`src/rtl/spi_slave_tx.sv`:
```
`default_nettype none
// +----------------------------------------------------------------------------+
// | Module      : spi_slave_tx                                                 |
// | Description : MISO transmit path of the SPI slave. Bytes written over a    |
// |               valid/ready handshake are buffered in a DEPTH-entry FIFO and |
// |               serialized onto spi_miso, one bit per spi_clk. When the FIFO |
// |               is empty at a byte boundary FILL_BYTE is sent instead; once  |
// |               a real byte has gone out, such a fill sets sticky underrun.  |
// | Ports       : spi_clk    - SPI clock, all logic on posedge                 |
// |               rst        - synchronous active-high reset                   |
// |               tx_data    - byte to transmit                                |
// |               tx_valid   - tx_data valid                                   |
// |               tx_ready   - FIFO can accept a byte                          |
// |               spi_miso   - registered serial data out                      |
// |               byte_start - one-cycle pulse per byte-boundary load          |
// |               underrun   - sticky fill-after-active flag                   |
// |               level      - FIFO occupancy, 0..DEPTH                        |
// |               underrun_cnt - saturating fill count (optional)             |
// | Option      : define SPI_TX_UNDERRUN_CNT_EN to add underrun_cnt[7:0].      |
// | Revision    : 1.0 - initial release                                        |
// +----------------------------------------------------------------------------+
module spi_slave_tx #(
  parameter int         DEPTH     = 4,
  parameter logic [7:0] FILL_BYTE = 8'hFF,
  parameter int         MSB_FIRST = 1
) (
  input  logic                    spi_clk,
  input  logic                    rst,
  input  logic [7:0]              tx_data,
  input  logic                    tx_valid,
  output logic                    tx_ready,
  output logic                    spi_miso,
  output logic                    byte_start,
  output logic                    underrun,
`ifdef SPI_TX_UNDERRUN_CNT_EN
  output logic [7:0]              underrun_cnt,
`endif
  output logic [$clog2(DEPTH):0]  level
);

  localparam int            AW      = $clog2(DEPTH);
  localparam int            LW      = AW + 1;
  localparam logic [LW-1:0] DEPTH_L = LW'(DEPTH);

  localparam logic [0:0] IDLE   = 1'b0;
  localparam logic [0:0] ACTIVE = 1'b1;

  logic [7:0]    mem_q [DEPTH];
  logic [7:0]    mem_d [DEPTH];
  logic [AW-1:0] wr_ptr_q, wr_ptr_d;
  logic [AW-1:0] rd_ptr_q, rd_ptr_d;
  logic [LW-1:0] level_q, level_d;
  logic [2:0]    bit_cnt_q, bit_cnt_d;
  logic [7:0]    shift_q, shift_d;
  logic          spi_miso_q, spi_miso_d;
  logic          byte_start_q, byte_start_d;
  logic          underrun_q, underrun_d;
  logic [0:0]    state_q, state_d;

  logic          w_boundary;
  logic          w_push;
  logic          w_pop;
  logic          w_fill_active;
  logic [7:0]    w_load;
  logic [7:0]    w_src;
  logic [2:0]    w_sel;

  // Ready comes only from the registered level: a full FIFO refuses a write
  // even on the cycle it pops.
  assign tx_ready      = (level_q < DEPTH_L);
  assign w_boundary    = (bit_cnt_q == 3'd0);
  assign w_push        = tx_valid && tx_ready;
  // Pop decision uses the pre-edge level, so a byte written on a boundary
  // edge is not seen by that same load.
  assign w_pop         = w_boundary && (level_q != '0);
  assign w_fill_active = w_boundary && !w_pop && (state_q == ACTIVE);
  assign w_load        = w_pop ? mem_q[rd_ptr_q] : FILL_BYTE;

  // shift_q holds the byte in flight unchanged; the bit counter selects the
  // output bit, so both bit orders share one datapath.
  assign w_src = w_boundary ? w_load : shift_q;
  assign w_sel = (MSB_FIRST != 0) ? (3'd7 - bit_cnt_q) : bit_cnt_q;

  always_comb begin
    bit_cnt_d    = bit_cnt_q + 3'd1;
    shift_d      = w_src;
    spi_miso_d   = w_src[w_sel];
    byte_start_d = w_boundary;

    wr_ptr_d = w_push ? (wr_ptr_q + AW'(1)) : wr_ptr_q;
    rd_ptr_d = w_pop  ? (rd_ptr_q + AW'(1)) : rd_ptr_q;

    case ({w_push, w_pop})
      2'b10:   level_d = level_q + LW'(1);
      2'b01:   level_d = level_q - LW'(1);
      default: level_d = level_q;
    endcase

    mem_d = mem_q;
    if (w_push) begin
      mem_d[wr_ptr_q] = tx_data;
    end

    state_d    = state_q;
    underrun_d = underrun_q;
    if (w_pop) begin
      state_d = ACTIVE;
    end
    if (w_fill_active) begin
      underrun_d = 1'b1;
    end
  end

  always_ff @(posedge spi_clk) begin
    if (rst) begin
      wr_ptr_q     <= '0;
      rd_ptr_q     <= '0;
      level_q      <= '0;
      bit_cnt_q    <= '0;
      shift_q      <= '0;
      spi_miso_q   <= 1'b0;
      byte_start_q <= 1'b0;
      underrun_q   <= 1'b0;
      state_q      <= IDLE;
    end else begin
      wr_ptr_q     <= wr_ptr_d;
      rd_ptr_q     <= rd_ptr_d;
      level_q      <= level_d;
      bit_cnt_q    <= bit_cnt_d;
      shift_q      <= shift_d;
      spi_miso_q   <= spi_miso_d;
      byte_start_q <= byte_start_d;
      underrun_q   <= underrun_d;
      state_q      <= state_d;
    end
  end

  // Storage needs no reset: reset clears the pointers and level, which
  // flushes the contents logically.
  always_ff @(posedge spi_clk) begin
    mem_q <= mem_d;
  end

  assign spi_miso   = spi_miso_q;
  assign byte_start = byte_start_q;
  assign underrun   = underrun_q;
  assign level      = level_q;

`ifdef SPI_TX_UNDERRUN_CNT_EN
  logic [7:0] underrun_cnt_q, underrun_cnt_d;

  always_comb begin
    underrun_cnt_d = underrun_cnt_q;
    if (w_fill_active && (underrun_cnt_q != 8'hFF)) begin
      underrun_cnt_d = underrun_cnt_q + 8'd1;
    end
  end

  always_ff @(posedge spi_clk) begin
    if (rst) begin
      underrun_cnt_q <= '0;
    end else begin
      underrun_cnt_q <= underrun_cnt_d;
    end
  end

  assign underrun_cnt = underrun_cnt_q;
`else
  // Without the counter, the sticky underrun flag is the only indication.
`endif

endmodule
`default_nettype wire

```
`config.mk`:
```
export PLATFORM = sky130hd
export DESIGN_NAME = spi_slave_tx
export DESIGN_NICKNAME = d
export VERILOG_FILES = /design/src/rtl/spi_slave_tx.sv
export SDC_FILE = /design/constraint.sdc
export NUM_CORES = 1
export LEC_CHECK = 0
export ABC_AREA = 0
export CAP_MARGIN = 5
export CORE_MARGIN = 1
export CORE_UTILIZATION = 45
export CTS_CLUSTER_SIZE = 30
export DETAILED_ROUTE_END_ITERATION = 10
export GPL_TIMING_DRIVEN = 0
export PLACE_DENSITY = 0.75
export REMOVE_ABC_BUFFERS = 1
export SETUP_SLACK_MARGIN = 0.05
export SYNTH_ARGS = -nofsm -noshare
export SYNTH_HDL_FRONTEND = slang
export SYNTH_SLANG_ARGS = --single-unit
```
`constraint.sdc`:
```
create_clock -name spi_clk -period 2.8 [get_ports spi_clk]
set_clock_uncertainty 0.05 [all_clocks]
set_input_delay 0.56 -clock spi_clk [delete_from_list [all_inputs] [get_ports spi_clk]]
set_output_delay 0.56 -clock spi_clk [all_outputs]
set_load 0.005 [all_outputs]
```
---- Yosys cells after proc, flatten, opt, wreduce, memory -nomap -nowiden ----
Cells that the tools add are included.
storage, ports and cells
  bits in registers ....................... 54
  input bits .............................. 11
  output and inout bits ................... 7
  logic and storage cells ................. 48
operators by class
  $add $sub $neg .......................... 6
  $lt $le $gt $ge ......................... 5
  equality and inequality tests ........... 2
  multiplexer cells ....................... 11
  bitwise gates (word level) .............. 2
  reduce and logical (&&, ||, !) cells .... 9
operators by type and width
  operator                                                  count
  2-to-1 mux 8 bit                                          5
  bitwise mux 32 bit                                        1
  binary-select mux 8 bit (select 2 bit)                    1
  demux 8 bit (select 2 bit)                                1
  adder 3 x 1 -> 3 bit, second input constant               2
  greater-or-equal comparator 3 bit, second input constant  2
  NOT 2 -> 3 bit                                            2
  one-hot mux 3 bit (2 select lines)                        1
  logical AND 1 bit                                         5
  adder 2 x 1 -> 2 bit, second input constant               2
  < comparator 3 x 4 -> 1 bit, second input constant        1
  binary-select mux 1 bit (select 3 bit)                    1
  zero test 3 bit                                           1
  < comparator 3 x 1 -> 1 bit, second input constant        1
  < comparator 3 bit, second input constant                 1
  nonzero test 3 bit                                        1
  subtractor 3 x 1 -> 3 bit, second input constant          1
  subtractor 3 bit, first input constant                    1
  equality test 2 x 1 -> 1 bit, second input constant       1
  equality test 2 bit, second input constant                1
  nonzero test 2 bit                                        1
  zero test 1 bit                                           1
  2-to-1 mux 1 bit                                          1

---- Depth between registers and ports, before layout ----
  depth after elaboration ................. 8
  depth in mapped cells ................... 11
  gate-level depth less buffers ........... 11

---- Worst setup path after synthesis ----
OpenSTA, ideal clock, no wires.
  kind .................................... register -> register
  start ................................... register bit_cnt_q[0]
  end ..................................... register level_q[2], in the netlist level[2]
  library setup time ...................... 0.071 ns
  arrival time ............................ 2.266 ns
  data required time ...................... 2.679 ns
  slack ................................... 0.413 ns
  cell stages (with the launch flop) ...... 12
  buffers on the path ..................... 0
  clock period less this slack ............ 2.387 ns
  cell sequence ........................... dfxtp_1 -> inv_1 -> ha_1 -> nor2b_2 -> nand2b_1 -> inv_2 -> ha_1 -> inv_1 -> fa_1 -> xor2_1 -> or3_1 -> a21oi_1
on the way
  word-level cells in the longest chain between the ends .. 4
  elaborated cells on any way between the ends .. 6
  those cells by class .................... eq/ne: 2; mux: 1; reduce/logical: 3
RTL lines
  element                                                                          line  source
  from (decl)                                                                      53    logic [2:0] bit_cnt_q, bit_cnt_d;
  from (signal assigned)                                                           129   bit_cnt_q <= bit_cnt_d;
  zero test 3 bit (*)                                                              71    assign w_boundary = (bit_cnt_q == 3'd0);
  logical AND 1 bit (*)                                                            75    assign w_pop = w_boundary && (level_q != '0);
  equality test 2 x 1 -> 1 bit / equality test 2 bit (equally long branches)       93    case ({w_push, w_pop})
  one-hot mux 3 bit (2 select lines) / nonzero test 2 bit (equally long branches)  -
  to (signal assigned)                                                             128   level_q <= level_d;
  to (decl)                                                                        52    logic [LW-1:0] level_q, level_d;
Mark *: on every way between the ends. The rest lies on a longest branch, timed or not.
A chain may end at the register's enable or synchronous reset.

---- Final worst setup path ----
Same ends and word-level chain as after synthesis.

==> out/qor.csv <==
stage;metric;value;unit
critical_path;crit path kind;reg -> reg;
global_routing;total track usage;14.9;%
floorplanning;standard-cell row count;25;
logic_synthesis;ys flop type;edfxtp_1;
clock_network;clock transition at the registers of the reported paths;0.10;ns
floorplanning;effective utilization at floorplan;46.6;%
routing;Routed WL;3390;µm
clock_network;clk sinks;54;
job;max-cap violations;0;
routing;drt via density;5.04;
clock_network;number of clock buffers inserted by TritonCTS;5;
critical_path;required time at the endpoint of the critical path;2.97;ns
global_routing;global route total overflow;0;
logic_synthesis;Mapped Area;0.00220;mm²
logic_synthesis;number of synthesized flops with an enable pin;32;
critical_path;Worst setup EP type;flip-flop;
critical_path;critical-path maximum fanout;7;
sta;post-route worst setup slack;0.223;ns
global_routing;via count of the first global-routing pass;1302;
power_and_ir_drop;power density normalized to cell area;820;mW/mm²
floorplanning;I/O pin total;18;
place;count of port buffers added during placement;17;
sta;post-route minimum period;2.58;ns
layout;number of diodes added for antenna fixing;0;
clock_network;number of levels the H-tree was split into;2;
power_and_ir_drop;Max rail drop VDD;0.475;mV
sta;Final setup violation count;0;
place;Final HPWL DP;2340;µm
routing;routed wire length per instance;13.8;µm
global_routing;antenna violations before repair;0;
logic_synthesis;part of the Yosys area used for sequential elements;63.6;%
logic_synthesis;synth warn;0;
place;gp weighted congestion;0.783;
sta;f_max;388;MHz
sta;transition time at the pin with the least slew margin;0.799;ns
sta;RSZ-0062 raised after global routing;no;
logic_synthesis;mean cell area of the mapped netlist;13.8;µm²
sta;number of failing hold endpoints at the final stage;0;
sta;Setup TNS;0;ns
sta;period utilization;92.1;%
routing;number of antenna-violating nets in the routed design;0;
clock_network;CTS Root Buffer Type;clkbuf_8;
layout;leading cell type in the layout, fill and taps excluded;edfxtp_1;
worst_hold_path;Min-Delay Path Class;reg -> reg;
logic_synthesis;Gate Count Post-Synth;159;
logic_synthesis;Async S/R FF share, synth;0;%
clock_network;clk buf depth;2;
run_status;run status;complete, no violations;
logic_synthesis;Netlist cell types;32;
routing;DRC violation count after routing;0;
critical_path;Worst setup SP type;flip-flop;
clock_network;clock latency reported for the late side of the worst-skew pair;0.30;ns
layout;layout-stage area growth over the synthesis result;14.8;%
routing;via count;1241;
global_routing;global-route wire length before repair;5830;µm
sta;Max Slew Vio Count;0;
place;Post-Place Worst Slack;-0.181;ns
power_and_ir_drop;Leakage;0.000866;µW
critical_path;signal arrival time at the worst endpoint;2.75;ns
logic_synthesis;number of register bits inferred by synthesis;54;
floorplanning;area inside the core boundary;0.00472;mm²
floorplanning;die height;72.0;µm
layout;highest-count cells in the layout ignoring fill and taps;edfxtp_1 (32), nor2_1 (27), dfxtp_1 (22);
floorplanning;die area;0.00518;mm²
floorplanning;floorplan die width;72.0;µm
routing;iteration-0 DRC count of the detailed router;80;
clock_network;CTS tree;done;
layout;share of cells above drive strength 1;14.5;%
routing;Detailed Routing Iterations Pass 1;4;
global_routing;maximum number of pins on one net before global-route repair;24;
layout;number of nets in the layout;197;
sta;relative max-transition margin;46.6;%
-- metrics by stage --
| step | cells | area, µm² | hold WS, ns | power [µW] | util [%] |
|---|---|---|---|---|---|
| detailed placement | 237 | 2420 | 0.415 | 1650 | 51.2 |
| CTS | 246 | 2530 | 0.448 | 2090 | 53.5 |
| floorplan | 153 | 2160 | 0.390 | 1470 | - |
| global route | 246 | 2530 | 0.468 | 2200 | 53.5 |
| finish | 246 | 2530 | 0.440 | 2070 | 53.5 |
| global placement | 237 | 2420 | 0.400 | 1630 | 51.2 |
-- repair_timing --
action,in CTS,in global routing
hold buffers,0,0
endpoints found under the setup margin,2,1
buffers inserted,1,0
resized for setup,1,1
-- per-layer routing --
metal  vias up  part of all wire [%]  GRT usage, %
met1       615                    44          18.5
met3         5                   2.4          3.47
met2        15                    52          26.4
met4         0                  0.86          3.92
met5         -                     0             0
li1        606                     -             -
-- logic make-up (layout without fill, tap and decap cells) --
group	count (synthesis)	after routing	synth area share [%]
fa+ha+maj	8	8	4.89
xor+xnor	6	6	2.39
flops	54	54	63.6
buf+inv	17	37	3.58
simple gates	47	47	10.7
mux	8	8	8.18
compound gates	19	19	6.59
-- cells in the mapped netlist, types with 2 or more instances --
master,instances,area share (%)
a2111oi_2,3,2.0
a211oi_1,3,1.0
a21oi_1,4,0.91
and2_1,4,1.1
buf_6,2,1.0
clkbuf_1,3,0.51
dfxtp_1,22,20
edfxtp_1,32,44
ha_1,7,4.0
inv_1,10,1.7
mux4_2,8,8.2
nand2b_1,2,0.57
nor2_1,27,4.6
nor2b_1,2,0.57
nor3_1,3,0.68
nor3_2,3,1.4
o21ai_0,3,0.68
o22ai_1,3,0.85
xnor2_1,3,1.2
xor2_1,3,1.2
-- report_power, final --
| part | switching, µW | internal, µW | total [µW] | leakage (µW) |
|---|---|---|---|---|
| Combinational | 260 | 292 | 553 | 0.000342 |
| Sequential | 110 | 977 | 1090 | 0.000476 |
| Clock | 254 | 181 | 434 | 0.0000483 |
| Total | 624 | 1450 | 2070 | 0.000866 |
-- worst max-delay path, cell delays in order, from the launching register on --
cell and delay, ns:
dfxtp_1 0.40, inv_1 0.14, ha_2 0.25, nor2b_4 0.18, nand2b_1 0.14, inv_2 0.13
ha_1 0.18, inv_1 0.06, fa_1 0.37, xor2_1 0.16, or3_1 0.30, a21oi_1 0.14
-- final timing paths --
path | startpoint | endpoint | slack [ns] | cells after the start
hold reg to reg | state_q | state_q | 0.44 | 2
setup reg to reg | bit_cnt_q[0] | level[2] | 0.22 | 11
setup / recovery | bit_cnt_q[0] | level[2] | 0.22 | 11
hold / removal | state_q | state_q | 0.44 | 2
-- state kept, by name, summed over array words and instances (netlist names) --
signal / flops
bit_cnt_q: 3
byte_start: 1
level: 3
mem_q: 32
rd_ptr_q: 2
shift_q: 8
spi_miso: 1
state_q: 1
underrun: 1
wr_ptr_q: 2
-- area by class of cell --
cell class | instances | area, µm²
Tap cell | 67 | 83.8
Timing Repair Buffer | 18 | 178
Clock inverter | 3 | 26.3
Fill cell | 388 | 2190
Sequential cell | 54 | 1400
Clock buffer | 5 | 68.8
Multi-Input combinational cell | 88 | 729
Inverter | 11 | 41.3
No activity file was read; power rests on OpenSTA's default activity.
